[src/rtl/fetch_queue.sv]
// rtl/fetch_queue.sv - DEPTH-entry circular FIFO of fetch groups between IFU and decode.
// Full/empty come from the occupancy register so in_ready never depends on out_ready.
module fetch_queue #(
  parameter int FETCH_WIDTH     = 2,
  parameter int INST_ADDR_WIDTH = 32,
  parameter int DEPTH           = 4
) (
  input  logic                         clk,
  input  logic                         reset,
  input  logic                         flush,
  input  logic                         in_valid,
  output logic                         in_ready,
  input  logic [31:0]                  in_inst [FETCH_WIDTH],
  input  logic [INST_ADDR_WIDTH-1:0]   in_pc,
  input  logic [FETCH_WIDTH-1:0]       in_lane_valid,
  output logic                         out_valid,
  input  logic                         out_ready,
  output logic [31:0]                  out_inst [FETCH_WIDTH],
  output logic [INST_ADDR_WIDTH-1:0]   out_pc,
  output logic [INST_ADDR_WIDTH-1:0]   out_pc_next,
  output logic [FETCH_WIDTH-1:0]       out_lane_valid,
  output logic [$clog2(DEPTH+1)-1:0]   count
);

  localparam int PW = $clog2(DEPTH);
  localparam int CW = $clog2(DEPTH+1);
  localparam logic [CW-1:0] FULL = CW'(DEPTH);
  localparam logic [INST_ADDR_WIDTH-1:0] GROUP_BYTES = INST_ADDR_WIDTH'(4 * FETCH_WIDTH);

  logic [31:0]                inst_q       [DEPTH][FETCH_WIDTH];
  logic [INST_ADDR_WIDTH-1:0] pc_q         [DEPTH];
  logic [INST_ADDR_WIDTH-1:0] pc_next_q    [DEPTH];
  logic [FETCH_WIDTH-1:0]     lane_valid_q [DEPTH];

  logic [PW-1:0] wr_ptr_q, wr_ptr_d;
  logic [PW-1:0] rd_ptr_q, rd_ptr_d;
  logic [CW-1:0] count_q, count_d;
  logic          enq, deq;

  assign in_ready  = (count_q != FULL);
  assign out_valid = (count_q != '0);
  assign count     = count_q;
  assign enq       = in_valid & in_ready;
  assign deq       = out_valid & out_ready;

  // Flush wins over any concurrent enqueue/dequeue.
  always_comb begin
    wr_ptr_d = wr_ptr_q;
    rd_ptr_d = rd_ptr_q;
    count_d  = count_q;
    if (flush) begin
      wr_ptr_d = '0;
      rd_ptr_d = '0;
      count_d  = '0;
    end else begin
      if (enq) wr_ptr_d = wr_ptr_q + PW'(1);
      if (deq) rd_ptr_d = rd_ptr_q + PW'(1);
      if (enq && !deq) begin
        count_d = count_q + CW'(1);
      end else if (!enq && deq) begin
        count_d = count_q - CW'(1);
      end
    end
  end

  always_ff @(posedge clk) begin
    if (reset) begin
      wr_ptr_q <= '0;
      rd_ptr_q <= '0;
      count_q  <= '0;
    end else begin
      wr_ptr_q <= wr_ptr_d;
      rd_ptr_q <= rd_ptr_d;
      count_q  <= count_d;
    end
  end

  // Storage is never cleared; occupancy alone decides what is live.
  always_ff @(posedge clk) begin
    if (enq && !flush && !reset) begin
      for (int l = 0; l < FETCH_WIDTH; l++) begin
        inst_q[wr_ptr_q][l] <= in_inst[l];
      end
      pc_q[wr_ptr_q]         <= in_pc;
      pc_next_q[wr_ptr_q]    <= in_pc + GROUP_BYTES;
      lane_valid_q[wr_ptr_q] <= in_lane_valid;
    end
  end

  always_comb begin
    out_pc         = '0;
    out_pc_next    = '0;
    out_lane_valid = '0;
    for (int l = 0; l < FETCH_WIDTH; l++) begin
      out_inst[l] = out_valid ? inst_q[rd_ptr_q][l] : 32'd0;
    end
    if (out_valid) begin
      out_pc         = pc_q[rd_ptr_q];
      out_pc_next    = pc_next_q[rd_ptr_q];
      out_lane_valid = lane_valid_q[rd_ptr_q];
    end
  end

  logic [32*FETCH_WIDTH-1:0] in_inst_flat;
  always_comb begin
    in_inst_flat = '0;
    for (int l = 0; l < FETCH_WIDTH; l++) begin
      in_inst_flat[32*l +: 32] = in_inst[l];
    end
  end

  always_ff @(posedge clk) begin
    if (!reset) begin
      assert (count_q <= FULL);
    end
  end

  assert property (@(posedge clk) disable iff (reset || flush)
    (in_valid && !in_ready) |=> (in_valid && $stable(in_pc) &&
                                 $stable(in_lane_valid) && $stable(in_inst_flat)));

endmodule

[config.mk]
export PLATFORM = sky130hd
export DESIGN_NAME = fetch_queue
export DESIGN_NICKNAME = d
export VERILOG_FILES = /design/src/rtl/fetch_queue.sv
export SDC_FILE = /design/constraint.sdc
export NUM_CORES = 1
export LEC_CHECK = 0
export ABC_CLOCK_PERIOD_IN_PS = 11550
export BUFFER_PORTS_ARGS = -buffer_cell sky130_fd_sc_hd__buf_2
export CORE_ASPECT_RATIO = 2
export CORE_MARGIN = 5
export CORE_UTILIZATION = 45
export CTS_BUF_LIST = sky130_fd_sc_hd__clkbuf_4 sky130_fd_sc_hd__clkbuf_8 sky130_fd_sc_hd__clkbuf_16
export DETAILED_ROUTE_END_ITERATION = 10
export SLEW_MARGIN = 15
export SYNTH_ARGS = -nofsm -noshare
export SYNTH_HDL_FRONTEND = slang
export SYNTH_SLANG_ARGS = --single-unit
[constraint.sdc]
create_clock -name clk -period 11.55 [get_ports clk]
set_input_delay 2.31 -clock clk [delete_from_list [all_inputs] [get_ports clk]]
set_output_delay 2.31 -clock clk [all_outputs]
set_load 0.01 [all_outputs]
**After elaboration in Yosys (flattened, before gate mapping)**

Memory sizes are Yosys's and may differ from the RTL's. A register that Yosys moved wholly into a read port is not among the register bits.
Index checks and enable logic that the tools add are counted.

- Output and inout bits: 135
- Register bits after elaboration: 7
- Bits in writable memories: 520
- Memories: 4
- Input port bits: 103

- Reductions and logical operators: 11
- Multiplexer cells: 17
- Add/sub/neg operators: 5
- Bitwise operators: 2
- Equal/unequal tests: 1

Memory list:

| memory | words | width | read ports | clocked after Yosys merged registers in | write ports | RTL line | RTL |
|---|---|---|---|---|---|---|---|
| inst_q | 4 | 64 | 1 | 1 | 1 | 30 | `logic [31:0] inst_q [DEPTH][FETCH_WIDTH];` |
| pc_next_q | 4 | 32 | 1 | 1 | 1 | 32 | `logic [INST_ADDR_WIDTH-1:0] pc_next_q [DEPTH];` |
| pc_q | 4 | 32 | 1 | 1 | 1 | 31 | `logic [INST_ADDR_WIDTH-1:0] pc_q [DEPTH];` |
| lane_valid_q | 4 | 2 | 1 | 1 | 1 | 33 | `logic [FETCH_WIDTH-1:0] lane_valid_q [DEPTH];` |

Operators by type and width:

| operator | count |
|---|---|
| $mux 32 | 4 |
| $add 32x4->32 const B | 1 |
| $mux 2 | 9 |
| $mux 3 | 2 |
| $add 2x1->2 const B | 2 |
| $logic_and 1x1->1 | 4 |
| $logic_not 1->1 | 4 |
| $add 3x1->3 const B | 1 |
| $ne 3x3->1 const B | 1 |
| $reduce_bool 3->1 | 1 |
| $sub 3x1->3 const B | 1 |
| $and 1x1->1 | 2 |
| $mux 1 | 2 |
| $reduce_bool 2->1 | 1 |
| $reduce_or 2->1 | 1 |

**Depth between registers and ports, before layout**

- Word-level depth: 6
- Mapped depth: 8
- Gate-level depth less buffers: 8

**Worst setup path before layout**

No wires, ideal clock.

- Path kind: input port to flip-flop
- Start point: input in_valid
- End point: memory inst_q[0][0] in the netlist's numbering, enable pin
- Arrival time: 5.745 ns
- Library setup time: 0.501 ns
- Required time: 11.049 ns
- Cell stages on the path: 2
- Setup slack: 5.303 ns
- Cell sequence: a21boi_1 and3_1

- Word-level cells in the longest chain between the ends: 5

RTL lines:

| element | RTL line | RTL |
|---|---|---|
| start, declared | 11 | `input logic in_valid,` |
| $and 1x1->1 | 43 | `assign enq = in_valid & in_ready;` |
| $logic_and 1x1->1 (2 in a row) | 80 | `if (enq && !flush && !reset) begin` |
| $mux 1 | 80 |  |
| $mux 1 (not written as such) | 82 | `inst_q[wr_ptr_q][l] <= in_inst[l];` |
| end, declared | 30 |  |

Every way passes these cells.

==> results.yml <==
run_status:
  outcome: "completed"
worst_setup_path:
  worstReg2RegStart: "count[0]"
  cp-end-kind: "output port"
  arrival_ns: 3.41
  slowest_delay_ns: 1.03
  crit_chain: "buf_4 > mux4_2 > and2_1 > buf_2"
  cp_num_buf_inv: 2
  startpoint_type: "flop"
  worst-path-max-fanout: 47
  crit_required_ns: 9.24
  worstSetupPathType: "flop to output port"
  cp_slowest_cell: "dfxtp_4"
  path_delay_family: "flip-flops"
grt:
  antenna_found_initial: 10
  first_global_vias: 10700
  grt_usage_pct: 17.5
  overflow: 0
  grt_max_degree: 96
  grt_pass1_wl_mm: 65.7
sta:
  slew_headroom_pct: 30.1
  fin_tns_setup_ns: 0
  max_freq_mhz: 175
  tightest_slew_ns: 1.05
  layout_setup_ws_ns: 5.83
  skew_ns: 0.00839
  fin_crit_sh_pct: 49.5
  rsz0062_at_grt: "false"
  finalSetupViolCount: 0
  min_period_ns: 5.72
  hold_viol_final: 0
  slew_viol_final: 0
flow_run:
  drv_cap: 0
synthesis:
  yosysWarnings: 0
  synth_top_cell_by_area: "edfxtp_1"
  syn_area_um2: 20200
  synth.area.top_cells: "edfxtp_1 76%, mux4_2 14%, and2_1 4.0%"
  netlist.area_leader.share_pct: 75.6
  ys_seq_area_share_pct: 76.5
  synth_cells: 941
  syn_nets: 1051
  synth.distinct_cells: 31
  ys_ff_latch: 517
  syn_avg_cell_area_um2: 21.5
routing:
  wl_per_cell_um: 24.2
  wirelength_mm: 43.0
  vias_per_cell: 5.46
  first_iter_violations: 423
  dr.pass1.iters: 6
  postRouteAntennaNets: 0
  vias: 9710
  drc: 0
pwr:
  sw_frac_of_total_pct: 21.7
  p_leak_nw: 7.89
  p_int_mw: 3.08
  p_total_mw: 3.93
  seq_power_share_pct: 53.4
  p_switching_uw: 852
  cellPowerDensity_nw_per_um2: 168
  ir_drop_uv: 145
  power_frac_comb_pct: 8.6
  clock_power_share_pct: 38.0
cts:
  root_buffer: "clkbuf_16"
  cts_tree: "built"
  hold_buffers: 0
  cts-buffers-inserted: 45
  worstSkewPairLatency_ns: 0.54
  clock-sinks: 517
  post_cts_resized: 0
  cts_setup_buffers: 0
  clockBufferDepth: 3
  clkTransAtPathRegs_ns: 0.06
  htree_levels: 2
finish:
  layout_commonest_cell: "edfxtp_1"
  regArea_um2: 15400
  multi_input_area_um2: 4500
  mostFrequentLayoutCells: "508 x edfxtp_1, 237 x buf_2, 129 x and2_1, 127 x mux4_2, 47 x clkbuf_16"
  drive_gt1_share_pct: 38.0
  nFillCells: 3520
  fin_util_pct: 52.8
  nets: 1299
  syn_to_final_growth_pct: 16.0
  final_cells: 1780
min_path:
  min_path_type: "flop to flop"
  hp-start: "rd_ptr_q[0]"
place:
  post-place-ws_ns: 6.20
  hpwl_mm: 26.6
  gp_congestion: 0.719
  numPortBuffers: 237
  dp_cells: 1697
floorplan:
  die_h_um: 310
  io_pins: 238
  core_area_um2: 44300
  fp.dieArea_um2: 49500
  die_w_um: 160
  floorplan.rows: 109
  initial_core_util_pct: 45.5
## power by group through the flow
stage	registers, mW	clock network (mW)	logic, mW
floorplan	2.14	0	0.195
global placement	2.14	0	0.345
detailed placement	2.14	0	0.351
CTS	2.10	1.54	0.352
global route	2.10	1.61	0.373
finish	2.10	1.49	0.339
## logic make-up (layout without fill, tap and decap cells)
family,after synthesis,count (layout),share of synthesized area [%]
AO/OA/AOI/OAI,3,3,0.0867
XOR/XNOR,32,32,1.39
adder cells (fa/ha/maj),7,7,0.471
buffers and inverters,57,338,1.41
flip-flops,517,517,76.5
multiplexers,129,129,14.3
other,0,3,0
AND/OR/NAND/NOR,196,196,5.93
## worst register-to-register path, cell delays in order, from the launching register on
cell	delay [ns]
dfxtp_1	0.37
or3_4	0.56
buf_4	0.46
nand2_1	0.28
ha_1	0.21
inv_1	0.06
fa_1	0.37
xor2_1	0.16
or3_1	0.30
a21oi_1	0.14
## final timing paths
path                        to  slack, ns  cells past startpoint
max reg2reg           count[2]       8.57                      9
max          out_lane_valid[0]       5.83                      4
min                rd_ptr_q[0]       0.53                      2
min reg2reg        rd_ptr_q[0]       0.53                      2
## layer usage
layer,vias up,share of wire (%),GRT usage (%)
met2,255,56,33.1
li1,4280,-,-
met1,5089,37,20.2
met5,-,0.11,0
met3,78,4.5,3.24
met4,8,2.5,4.93
## state kept, by name, summed over array words and instances, names as in the netlist, named ones only
name / flops
lane_valid_q: 8
inst_q: 256
pc_q: 128
pc_next_q: 116
count: 3
wr_ptr_q: 2
rd_ptr_q: 2
## layout make-up
type	count	share of cell area, %
sequential	517	66.0
multi-input combinational	367	19.2
timing repair buffer	249	5.45
clock buffer	55	5.28
tap	555	2.97
clock inverter	25	0.967
inverter	9	0.144
antenna	3	0.0321
## stage by stage
stage          cell area (µm²)  hold WS [ns]
2_1_floorplan            20200         0.485
4_1_cts                  23400         0.535
3_5_place_dp             21900         0.519
3_3_place_gp             21900         0.508
5_1_grt                  23400         0.570
6_report                 23400         0.533
## Yosys cell counts
cell type  count
a21boi_1       1
a21oi_1        1
and2_1       129
and3_1         6
and4_1         4
buf_1          3
buf_2         14
buf_4          4
buf_6          5
clkbuf_1      22
dfxtp_1        9
edfxtp_1     508
fa_1           1
ha_1           6
inv_1          9
mux2i_1        2
mux4_2       127
nand2_1       10
nand2_2        1
nand3_1        7
nand3_4        1
nand4_1        7
nor2_1        13
nor3_1         7
nor4_1         4
nor4_2         4
o21ai_0        1
or2_2          1
or3_1          2
xnor2_1       12
xor2_1        20
(Power assumes the default switching activity.)
